===== src/rtl/ahb_lite_mem_slave.sv =====
// ahb_lite_mem_slave: AHB-Lite slave fronting a byte-organised on-chip memory,
// with configurable wait states, two-cycle ERROR responses and write-to-read forwarding.
module ahb_lite_mem_slave #(
   parameter int                   DATAWIDTH   = 32,
   parameter int                   ADDRWIDTH   = 32,
   parameter int                   MEM_AW      = 8,
   parameter logic [ADDRWIDTH-1:0] BASE_ADDR   = '0,
   parameter int                   WAIT_STATES = 0
) (
   input  logic                 HCLK,
   input  logic                 HRESETn,
   input  logic                 HSEL,
   input  logic [ADDRWIDTH-1:0] HADDR,
   input  logic                 HWRITE,
   input  logic [1:0]           HTRANS,
   input  logic [2:0]           HSIZE,
   input  logic [2:0]           HBURST,
   input  logic [DATAWIDTH-1:0] HWDATA,
   input  logic                 HREADY,
   output logic                 HREADYOUT,
   output logic                 HRESP,
   output logic [DATAWIDTH-1:0] HRDATA
);
   typedef enum logic [2:0] {IDLE_ST, WAIT_ST, DATA_ST, ERR1_ST, ERR2_ST} state_t;
   state_t               state, state_nx;
   logic [3:0]           cnt;
   logic [MEM_AW-1:0]    addr_q;
   logic                 write_q;
   logic [2:0]           size_q;
   logic [7:0]           mem [2**MEM_AW];
   logic                 can_accept, accept, legal, wr_en, fwd;
   logic [3:0]           lane_we;
   logic [DATAWIDTH-1:0] rd_word;
   logic                 unused;
   assign unused = ^{HBURST, HTRANS[0]};
   // Only states that present HREADYOUT=1 end a data phase, so only they can take a new address phase.
   assign can_accept = (state == IDLE_ST) || (state == DATA_ST) || (state == ERR2_ST);
   assign accept = can_accept && HSEL && HREADY && HTRANS[1];
   assign legal = (HADDR[ADDRWIDTH-1:MEM_AW] == BASE_ADDR[ADDRWIDTH-1:MEM_AW]) && (HSIZE <= 3'd2) &&
                  !(HSIZE == 3'd1 && HADDR[0]) && !(HSIZE == 3'd2 && HADDR[1:0] != 2'b00);
   assign wr_en = HRESETn && (state == DATA_ST) && write_q;
   assign lane_we = (size_q == 3'd0) ? 4'b0001 << addr_q[1:0] :
                    (size_q == 3'd1) ? (addr_q[1] ? 4'b1100 : 4'b0011) : 4'b1111;
   assign fwd = wr_en && (addr_q[MEM_AW-1:2] == HADDR[MEM_AW-1:2]);
   always_ff @(posedge HCLK) begin
      if (!HRESETn) begin
         state   <= IDLE_ST;
         cnt     <= '0;
         addr_q  <= '0;
         write_q <= 1'b0;
         size_q  <= '0;
         HRDATA  <= '0;
      end else begin
         state <= state_nx;
         cnt   <= (accept && legal) ? 4'(WAIT_STATES) : (state == WAIT_ST) ? cnt - 4'd1 : cnt;
         if (accept) begin
            addr_q  <= HADDR[MEM_AW-1:0];
            write_q <= HWRITE;
            size_q  <= HSIZE;
            HRDATA  <= (legal && !HWRITE) ? rd_word : '0;
         end
      end
   end
   always_comb begin
      state_nx = state;
      if (can_accept)
         state_nx = !accept ? IDLE_ST : !legal ? ERR1_ST : (WAIT_STATES == 0) ? DATA_ST : WAIT_ST;
      else if (state == WAIT_ST)
         state_nx = (cnt == 4'd1) ? DATA_ST : WAIT_ST;
      else
         state_nx = ERR2_ST;
   end
   always_comb begin
      HREADYOUT = !((state == WAIT_ST) || (state == ERR1_ST));
      HRESP     = (state == ERR1_ST) || (state == ERR2_ST);
   end
   always_ff @(posedge HCLK)
      for (int k = 0; k < 4; k++)
         if (wr_en && lane_we[k]) mem[{addr_q[MEM_AW-1:2], 2'(k)}] <= HWDATA[8*k +: 8];
   // A read accepted while a write to the same word completes sees the new bytes.
   always_comb
      for (int k = 0; k < 4; k++)
         rd_word[8*k +: 8] = (fwd && lane_we[k]) ? HWDATA[8*k +: 8] : mem[{HADDR[MEM_AW-1:2], 2'(k)}];
endmodule

===== config.mk =====
export PLATFORM = sky130hd
export DESIGN_NAME = ahb_lite_mem_slave
export DESIGN_NICKNAME = d
export VERILOG_FILES = /design/src/rtl/ahb_lite_mem_slave.sv
export SDC_FILE = /design/constraint.sdc
export NUM_CORES = 2
export LEC_CHECK = 0
export CAP_MARGIN = 25
export CORE_MARGIN = 3
export CORE_UTILIZATION = 46
export CTS_BUF_LIST = sky130_fd_sc_hd__clkbuf_4
export DETAILED_ROUTE_END_ITERATION = 6
export PLACE_DENSITY_LB_ADDON = 0.08
export SLEW_MARGIN = 20
export SYNTH_ARGS = -nofsm -noshare
export SYNTH_HDL_FRONTEND = slang
export SYNTH_SLANG_ARGS = --single-unit

===== constraint.sdc =====
create_clock -name HCLK -period 3.05 [get_ports HCLK]
set_clock_uncertainty 0.15 [all_clocks]
set_input_delay 0.305 -clock HCLK [delete_from_list [all_inputs] [get_ports HCLK]]
set_output_delay 0.305 -clock HCLK [all_outputs]
set_load 0.01 [all_outputs]

==> key figures <==
Status
  – Status: finished, final reports clean

Min path
  – Hold_sp: HWDATA[12]
  – Hold endpoint: mem[55][12]$_DFFE_PP_
  – Hold Path Stages: 3
  – Worst Hold Class: input port to flip-flop

STA
  – Worst-Margin Slew: about 1.1 ns
  – Post-route setup slack: 0.0450 ns
  – Achievable clock frequency: ~330 MHz
  – Crit share post-route: 0.985
  – Final Setup Violations: 0
  – Hold WS: roughly 0.13 ns
  – Min Tclk post-route: 3.00 ns
  – Final Hold Fails: 0
  – Slew headroom: 0.295
  – Pins Over Slew Limit: 0

Critical path
  – Critical path class: input port to flip-flop
  – Register-to-Register Path Depth: 7
  – CP delay by family, top: buffers and inverters
  – Buf+Inv Stages, Crit Path: 5
  – Worst setup SP type: input port
  – Critical R2R Launch: addr_q[5]$_SDFFE_PN0P_
  – Slowest cell on crit path: dlygate4sd3_1
  – Crit path top cell by count: dlygate4sd3_1
  – Max incr delay on CP: approximately 0.66 ns
  – Required time worst endpoint: between 4 and 5 ns
  – CP Cell Sequence: dlygate4sd3_1 -> buf_8 -> dlygate4sd3_1 -> buf_12 -> xor2_1 -> nor4_1 -> nand3_1 -> or2_2 -> mux2i_1 -> o21ai_1 -> dlygate4sd3_1
  – CP endpoint kind: flip-flop
  – Critical Path Fanout Max: 41
  – R2R Setup Slk: 0.14 ns
  – RR Endpoint: HRDATA[0]$_SDFFE_PN0P_
  – WP data arrival: 4.10 ns

Yosys
  – FF+latch count, synth: 2099
  – Synth area leaders: edfxtp_1 76%, mux4_2 14%, a22oi_1 2.3%
  – Cell area after synthesis: approximately 81000 sq um
  – Avg Cell Area, Syn: around 21 sq um
  – Post-synth top area share: 0.762
  – Cell count after synthesis: approximately 3800
  – Synth async-reset ratio: 0
  – Synthesis warning total: 0
  – Syn Nets: a little under 4000
  – Ys flop type: edfxtp_1
  – Cell variety after synth: 44
  – Post-synth EDFFs: ~2000
  – Sequential fraction of the synthesis area: 0.775
  – Yosys top cell by area: edfxtp_1

Floorplanning
  – I/O pin count: roughly 110
  – CORE AREA: about 170000 sq um
  – Die Y: about 420 um
  – Starting density of the core: 0.463
  – Die area: roughly 180000 sq um
  – Die Width: ~420 um
  – Rows: approximately 150

Clock network
  – Root Buffer: clkbuf_4
  – Post-CTS Setup Repair Bufs: 0
  – CTS Buf Count: roughly 570
  – Deepest clock path buffer count: 4
  – Clock Sinks: approximately 2100
  – H-tree Lvls: 6
  – Clk_lat worst skew: between 1 and 1.5 ns
  – CTS tree: done
  – Clock transition at path regs: ~0.06 ns

Layout
  – FF+latch area: 62500 sq um
  – Fillers: approximately 14000
  – Final Core Density: 0.554
  – Layout Nets: ~5000
  – Area Overhead vs Synth: 19.6%
  – Layout Cells excl Fill: 7622
  – Layout cells sized above 1: 0.374
  – Multi-input logic area: 17000 sq um

Global routing
  – All-Layer GR Usage: 0.252
  – Vias in the first global route: 44704
  – Overflow after GRT: 0
  – Global-route wire length before repair: 320 mm
  – Largest net degree at the start of global routing: between 60 and 70
  – Initial antenna violation count: 13

Power and ir drop
  – Design Power: just under 60 mW
  – VDD IR max: about 0.41 mV
  – PD cells: around 600 nW/um^2
  – Static leakage: around 32 nW

Routing
  – DR pass1 iterations: 7
  – Via Count: around 43000
  – Routed Wire Length: 226 mm
  – Number of vias per cell: between 5 and 6
  – Initial DRC Count: 4033
  – Routed WL per cell: a little under 30 um
  – Antenna Nets Post-Route: 0
  – DRC Markers: 0

Run
  – Max cap viols: 0

Place
  – Pre-CTS setup slack: -0.0989 ns
  – IO buf count: ~110
  – Placed cells: 6569
  – Dpl hpwl: around 140 mm
  – Final GP Congestion: around 0.83
cells in the final DEF (no fill, tap or decap), drive strengths merged, types with 6 or more instances in the layout:
| master | n |
|---|---|
| nor3b | 6 |
| nand2b | 7 |
| mux4 | 512 |
| mux2i | 31 |
| o21ai | 39 |
| dfxtp | 51 |
| buf | 618 |
| a22oi | 250 |
| nand3 | 7 |
| nand2 | 90 |
| nor2 | 287 |
| dlygate4sd3 | 97 |
| xor2 | 6 |
| nor4 | 22 |
| clkdlybuf4s50 | 70 |
| a32oi | 15 |
| edfxtp | 2048 |
| or4 | 16 |
| a21oi | 131 |
| clkbuf | 831 |
| clkinv | 87 |
| inv | 16 |
| diode | 13 |
layer usage:
layer,part of all wire,routed length [um],vias to the layer above,global-route usage
li1,-,-,18565,-
met1,0.41,92600,22745,0.342
met2,0.49,111000,1702,0.406
met3,0.071,16200,327,0.0581
met5,0.00025,56,-,0
met4,0.028,6410,8,0.0880
synthesized netlist by cell type (all sizes together) (15+ instances only):
library cell / n
a22oi: 250
dfxtp: 51
o21ai: 39
buf: 123
nand2: 90
mux4: 512
a32oi: 15
edfxtp: 2048
nor2: 287
clkbuf: 115
a21oi: 131
nor4: 22
or4: 16
mux2i: 31
timing repair:
item / CTS / global route
resized for setup: 6 / 1
pin swaps: 0 / 1
hold buffers: 102 / 4
endpoints found under the hold margin: 2099 / 82
setup endpoints to repair: 6 / 1
logic make-up (layout without fill, tap and decap cells):
group	count (synthesis)	after routing	synth area share
AND/OR/NAND/NOR	462	462	0.0244
flip-flops	2099	2099	0.775
multiplexers	543	543	0.148
AO/OA/AOI/OAI	446	446	0.0365
buffers and inverters	244	1723	0.0153
other	0	13	0
XOR/XNOR	9	9	0.000977
adder cells (fa/ha/maj)	2	2	0.000310
worst min-delay path, delay by kind of cell:
| family | cells | cell delay, ns |
|---|---|---|
| buf+inv | 3 | 1.06 |
state kept, by name (all words and copies together), names as in the netlist:
register and count:
mem 2048, HRDATA 32, cnt 4, state 3, size_q 3, addr_q 8, write_q 1
layout make-up:
class | count | area share
antenna | 13 | 0.000337
timing repair buffer | 788 | 0.0762
tap | 2325 | 0.0301
sequential | 2099 | 0.648
clock buffer | 830 | 0.0646
multi-input combinational | 1462 | 0.176
inverter | 6 | 0.000233
clock inverter | 99 | 0.00446
worst max-delay path by stage:
stage,start,to,slack (ns),cells past startpoint
2_1_floorplan,HADDR[4],HRDATA[26]$_SDFFE_PN0P_,0.53,10
3_3_place_gp,HADDR[2],HRDATA[11]$_SDFFE_PN0P_,-0.11,10
3_5_place_dp,HADDR[2],HRDATA[11]$_SDFFE_PN0P_,-0.1,10
4_1_cts,HRDATA[22]$_SDFFE_PN0P_,HRDATA[22],0.02,1
5_1_grt,HRDATA[9]$_SDFFE_PN0P_,HRDATA[9],-0.006,1
6_report,HADDR[4],HRDATA[0]$_SDFFE_PN0P_,0.05,11
power by group:
part           switching, mW  leakage [nW]  total [mW]  internal, mW
clock                   11.0          4.04        23.6          12.5
sequential            0.0140          18.8        31.6          31.6
combinational           1.73          8.97        3.02          1.29
metrics by stage:
| step | TNS [ns] | area [sq um] |
|---|---|---|
| finish | 0 | 96500 |
| global placement | -0.753 | 88600 |
| CTS | 0 | 96300 |
| global route | -0.00572 | 96500 |
| detailed placement | -0.214 | 88600 |
| floorplan | 0 | 80700 |
Power figures use the tool's default switching activity.
